[config.mk]
export PLATFORM = sky130hd
export DESIGN_NAME = ddr_write_splitter
export DESIGN_NICKNAME = d
export VERILOG_FILES = /design/src/rtl/ddr_write_splitter.sv
export SDC_FILE = /design/constraint.sdc
export NUM_CORES = 2
export LEC_CHECK = 0
export ABC_AREA = 1
export BUFFER_PORTS_ARGS = -buffer_cell sky130_fd_sc_hd__buf_4
export CAP_MARGIN = 20
export CORE_AREA = 2 2 440 442
export CTS_CLUSTER_DIAMETER = 40
export CTS_CLUSTER_SIZE = 24
export DETAILED_ROUTE_END_ITERATION = 6
export DIE_AREA = 0 0 442 444
export PLACE_DENSITY = 0.36
export SLEW_MARGIN = 20
export SYNTH_ARGS = -nofsm -noshare
export SYNTH_HDL_FRONTEND = slang
export SYNTH_SLANG_ARGS = --single-unit
[constraint.sdc]
create_clock -name clk -period 2.05 [get_ports clk]
set_clock_uncertainty 0.05 [all_clocks]
set_input_delay 0.1025 -clock clk [delete_from_list [all_inputs] [get_ports clk]]
set_output_delay 0.1025 -clock clk [all_outputs]
set_load 0.005 [all_outputs]
[src/rtl/ddr_write_splitter.sv]
// Splits one BEATS*DATA_W write request from the arbitrator into BEATS native
// UI data beats and commands, each command issued only after its data beat.
module ddr_write_splitter #(
  parameter int ADDR_W    = 31,
  parameter int DATA_W    = 256,
  parameter int BEATS     = 3,
  parameter int ADDR_STEP = 8
) (
  input  logic                      clk,
  input  logic                      reset,
  input  logic                      phy_init_done,
  input  logic                      write_in,
  input  logic [ADDR_W-1:0]         w_address_in,
  input  logic [BEATS*DATA_W-1:0]   w_data_in,
  output logic                      w_busy,
  output logic                      app_en,
  output logic [2:0]                app_cmd,
  output logic [ADDR_W-1:0]         app_addr,
  input  logic                      app_rdy,
  output logic                      app_wdf_wren,
  output logic [DATA_W-1:0]         app_wdf_data,
  output logic                      app_wdf_end,
  output logic [DATA_W/8-1:0]       app_wdf_mask,
  input  logic                      app_wdf_rdy
);

  localparam int REQ_W = BEATS * DATA_W;
  localparam int CNT_W = $clog2(BEATS + 1);
  localparam logic [CNT_W-1:0]  BEATS_C = CNT_W'(BEATS);
  localparam logic [ADDR_W-1:0] STEP_C  = ADDR_W'(ADDR_STEP);

  typedef enum logic [0:0] {
    IDLE = 1'b0,
    XFER = 1'b1
  } state_t;

  state_t             state_r;
  state_t             state_nxt_s;
  logic [CNT_W-1:0]   dcnt_r;
  logic [CNT_W-1:0]   dcnt_nxt_s;
  logic [CNT_W-1:0]   ccnt_r;
  logic [CNT_W-1:0]   ccnt_nxt_s;
  logic [ADDR_W-1:0]  base_r;
  logic [REQ_W-1:0]   data_r;
  logic               w_busy_r;
  logic               accept_s;

  assign accept_s     = (state_r == IDLE) && write_in && !w_busy_r;
  assign w_busy       = w_busy_r;
  assign app_cmd      = 3'b000;
  assign app_wdf_mask = {(DATA_W/8){1'b0}};

  // Next-state, counter advance and UI output decode from the registered state
  always_comb begin
    state_nxt_s  = state_r;
    dcnt_nxt_s   = dcnt_r;
    ccnt_nxt_s   = ccnt_r;
    app_en       = 1'b0;
    app_addr     = {ADDR_W{1'b0}};
    app_wdf_wren = 1'b0;
    app_wdf_data = {DATA_W{1'b0}};
    app_wdf_end  = 1'b0;
    case (state_r)
      IDLE: begin
        if (accept_s) begin
          state_nxt_s = XFER;
          dcnt_nxt_s  = {CNT_W{1'b0}};
          ccnt_nxt_s  = {CNT_W{1'b0}};
        end else begin
          state_nxt_s = IDLE;
        end
      end
      XFER: begin
        app_wdf_wren = (dcnt_r < BEATS_C);
        for (int k = 0; k < BEATS; k++) begin
          app_wdf_data = (dcnt_r == CNT_W'(k)) ? data_r[k*DATA_W +: DATA_W] : app_wdf_data;
        end
        app_wdf_end = app_wdf_wren;
        // A command may only trail data beats that have already been accepted
        app_en   = (ccnt_r < dcnt_r);
        app_addr = base_r + ADDR_W'(ccnt_r) * STEP_C;
        if (app_wdf_wren && app_wdf_rdy) begin
          dcnt_nxt_s = dcnt_r + CNT_W'(1);
        end else begin
          dcnt_nxt_s = dcnt_r;
        end
        if (app_en && app_rdy) begin
          ccnt_nxt_s = ccnt_r + CNT_W'(1);
        end else begin
          ccnt_nxt_s = ccnt_r;
        end
        if (ccnt_r == BEATS_C) begin
          state_nxt_s = IDLE;
        end else begin
          state_nxt_s = XFER;
        end
      end
      default: begin
        state_nxt_s = IDLE;
      end
    endcase
  end

  // State, beat counters and the registered busy flag back to the arbitrator
  always_ff @(posedge clk) begin
    if (reset) begin
      state_r  <= IDLE;
      dcnt_r   <= {CNT_W{1'b0}};
      ccnt_r   <= {CNT_W{1'b0}};
      w_busy_r <= 1'b1;
    end else begin
      state_r  <= state_nxt_s;
      dcnt_r   <= dcnt_nxt_s;
      ccnt_r   <= ccnt_nxt_s;
      w_busy_r <= (state_nxt_s == IDLE) ? ~phy_init_done : 1'b1;
    end
  end

  // Request capture: base address and the full data word on accept
  always_ff @(posedge clk) begin
    if (reset) begin
      base_r <= {ADDR_W{1'b0}};
      data_r <= {REQ_W{1'b0}};
    end else if (accept_s) begin
      base_r <= w_address_in;
      data_r <= w_data_in;
    end else begin
      base_r <= base_r;
      data_r <= data_r;
    end
  end

endmodule
==> impl_metrics.ini <==
[outcome]
status = complete, but fails checks
violations = setup timing

[place]
portBuffers = 1095
dp.cells = 8176
hpwlAfterDp_mm = 135.1
place.gp.congestion = 0.8703

[floorplan]
die-area_um2 = 196200
ios = 1131
rows = 161
die_height_um = 444
initial_utilization_pct = 18.96
coreArea_um2 = 191600
die_x_um = 442

[yosys]
synth_xor_xnor_area_share_pct = 0.04824
synthAdderAreaFrac_pct = 0.3308
synth_flop_cell = dfxtp_1
ys_ff_latch = 805
yosysTopAreaCell = dfxtp_1
synth_area_leaders = dfxtp_1, a21oi_1, o21ai_0
ys_warn_count = 0
async_flop_share_pct = 0
synth_top_area_share_pct = 44.38
synth-compound-area-share_pct = 33.71
synth_most_common_cell = a21oi_1
ys_types = 25
synthSimpleGateAreaFrac_pct = 5.471
yosysSeqAreaShare_pct = 44.38
syn_area_um2 = 36310
postSynthAreaPerCell_um2 = 7.750
netlist_top_cells_count = a21oi_1, inv_1, o21ai_0
synth_cells = 4686
synth-edff-count = 0
synth_top_family_by_area = compound AO/OA/AOI/OAI gates
muxShareOfSynthArea_pct = 0

[global_route]
grt_pass1_wl_mm = 284.0
grt_pass1_vias = 43420
gr-usage-all-layers_pct = 19.19
grt_max_degree = 102
grt_antenna_before_repair = 41
gr-total-overflow = 0

[clocking]
h-tree-depth = 4
ctsRootBufferMaster = clkbuf_16
cts.reportedPaths.clkPinSlew_ps = 50
clk_latency_ps = 800
cts_tree = built
cts_sinks = 805
clockBufferDepth = 3
cts_buffers = 197

[cells_and_area]
synthToLayoutAreaGrowth_pct = 107.7
fill_cells = 19260
multiInputGateArea_um2 = 18590
final-instance-count-excl-fill = 9880
area.sequential_um2 = 16140
fin_nets = 7966
drive_gt1_share_pct = 36.67

[setup_path]
cp_data_arrival_time_ps = 2670
crit_path_max_fanout = 23
worst_setup_path_end_kind = primary output
crit_type = reg2out
crit_chain = inv_2, ha_4, buf_12, clkinv_16, buf_16, buf_12, nand3_1, a221oi_4, buf_4
worstPathRequired_ps = 1900
slowest_delay_ps = 350
worst_path_max_delay_cell = a221oi_4
crit_top_cell = buf_12
critPathLaunchType = register
worst-r2r-cell-count = 11

[timing]
hold_viol_final = 0
rsz0062_at_grt = true
relSlewSlack_pct = 54.10
final.period_utilization_pct = 137.5
setup_ws_ps = -768.9
drv_slew = 0
fmax_ghz = 0.3548
fin_crit_ps = 2819
worstMarginPinSlew_ps = 688.6
setup_viol_count_final = 315

[job]
maxCapViolations = 0

[power]
max-vdd-ir-drop_mv = 0.6654
power_mw = 58.52
p_leak_nw = 28.48
p_per_area_nw_per_um2 = 776.0

[routing]
drc_errors = 0
first_pass_iters = 5
post_drt_wl_per_cell_um = 21.44
vias = 43460
vias_per_cell = 4.398
dr.first_iter.drc_count = 2009
wirelength_mm = 211.8
antenna_left = 0

[hold_path]
min_path_type = in2reg
hold_depth = 4
metal layers:
layer | wire length (um) | vias up | GRT usage [%]
li1 | - | 21000 | -
met1 | 89580 | 20740 | 23.23
met2 | 102700 | 1318 | 32.47
met3 | 10970 | 386 | 4.151
met4 | 8462 | 14 | 8.673
met5 | 92 | - | 0
repair_timing:
item,4_1_cts,5_1_grt
hold endpoints to repair,805,0
setup buffers,31,138
pin swaps,75,234
gates resized for setup,232,749
setup endpoints to repair,290,298
gates cloned,23,66
hold buffers,1060,0
cell type report:
cell class | instances | area share (%)
diodes | 29 | 0.09623
clock buffers | 262 | 7.289
clock inverters | 110 | 2.237
inverters | 820 | 4.153
multi-input cells | 2619 | 24.65
flip-flops and latches | 805 | 21.40
well taps | 2526 | 4.191
repair buffers | 2707 | 35.92
repair inverters | 2 | 0.06139
where the power goes:
group          switching, mW  total (mW)  internal [mW]
combinational           3.58        7.73           4.15
clock                   10.8        33.7           22.9
sequential             0.518        17.1           16.6
total                   14.9        58.5           43.6
through the flow:
stage	setup TNS (ps)	util (%)	worst slack, ps	hold slack (ps)	instance area (um2)
3_5_place_dp	-5793	25.37	-561.3	255.2	48600
5_1_grt	-232400	39.36	-900.3	36.62	75400
3_3_place_gp	-6012	25.37	-535.9	251.8	48600
6_report	-184400	39.36	-768.9	76.52	75410
2_1_floorplan	0	-	397.9	121.6	36440
4_1_cts	-228110	35.83	-910.9	0.1733	68630
cell families (layout without fill, tap and decap cells):
kind of cell | count (synthesis) | count (layout)
flip-flops | 805 | 805
buffers and inverters | 1296 | 3901
AND/OR/NAND/NOR | 435 | 435
adder cells (fa/ha/maj) | 9 | 9
AO/OA/AOI/OAI | 2138 | 2138
XOR/XNOR | 2 | 2
other | 1 | 64
layout by cell type (no fill, tap or decap), types with 69 or more instances in the layout:
master         netlist  layout
a21oi_1            917     869
a21oi_2            154     182
a221oi_2             0     190
buf_12               0     124
buf_4               37    1308
buf_6               90      78
clkbuf_16            0     254
dfxtp_1            805     793
dlygate4sd3_1        0    1056
inv_1              817     811
nand2_1             93      69
nand3_1            272     109
nand3_2              0      93
nand3_4              0      70
o21ai_0            809     795
state kept, by name, indices dropped and copies added, names as in the netlist:
| name | flops |
|---|---|
| data_r | 768 |
| ccnt_r | 2 |
| w_busy | 1 |
| dcnt_r | 2 |
| state_r | 1 |
| base_r | 31 |
worst max-delay path, delay by kind of cell (launching register included):
family | cells | cell delay (ps)
buffers and inverters | 6 | 820
AOI/OAI and AO/OA | 1 | 350
DFF | 1 | 330
adders and majority gates | 1 | 180
and+or+nand+nor | 1 | 160
path summary, 6_finish.rpt:
| kind | startpoint | endpoint | slack, ps |
|---|---|---|---|
| min reg2reg | data_r[457] | data_r[457] | 390 |
| max | dcnt_r[1] | app_wdf_data[140] | -770 |
| min | w_data_in[331] | data_r[331] | 80 |
| max reg2reg | state_r | data_r[734] | -90 |
Power figures use the tool's default switching activity.
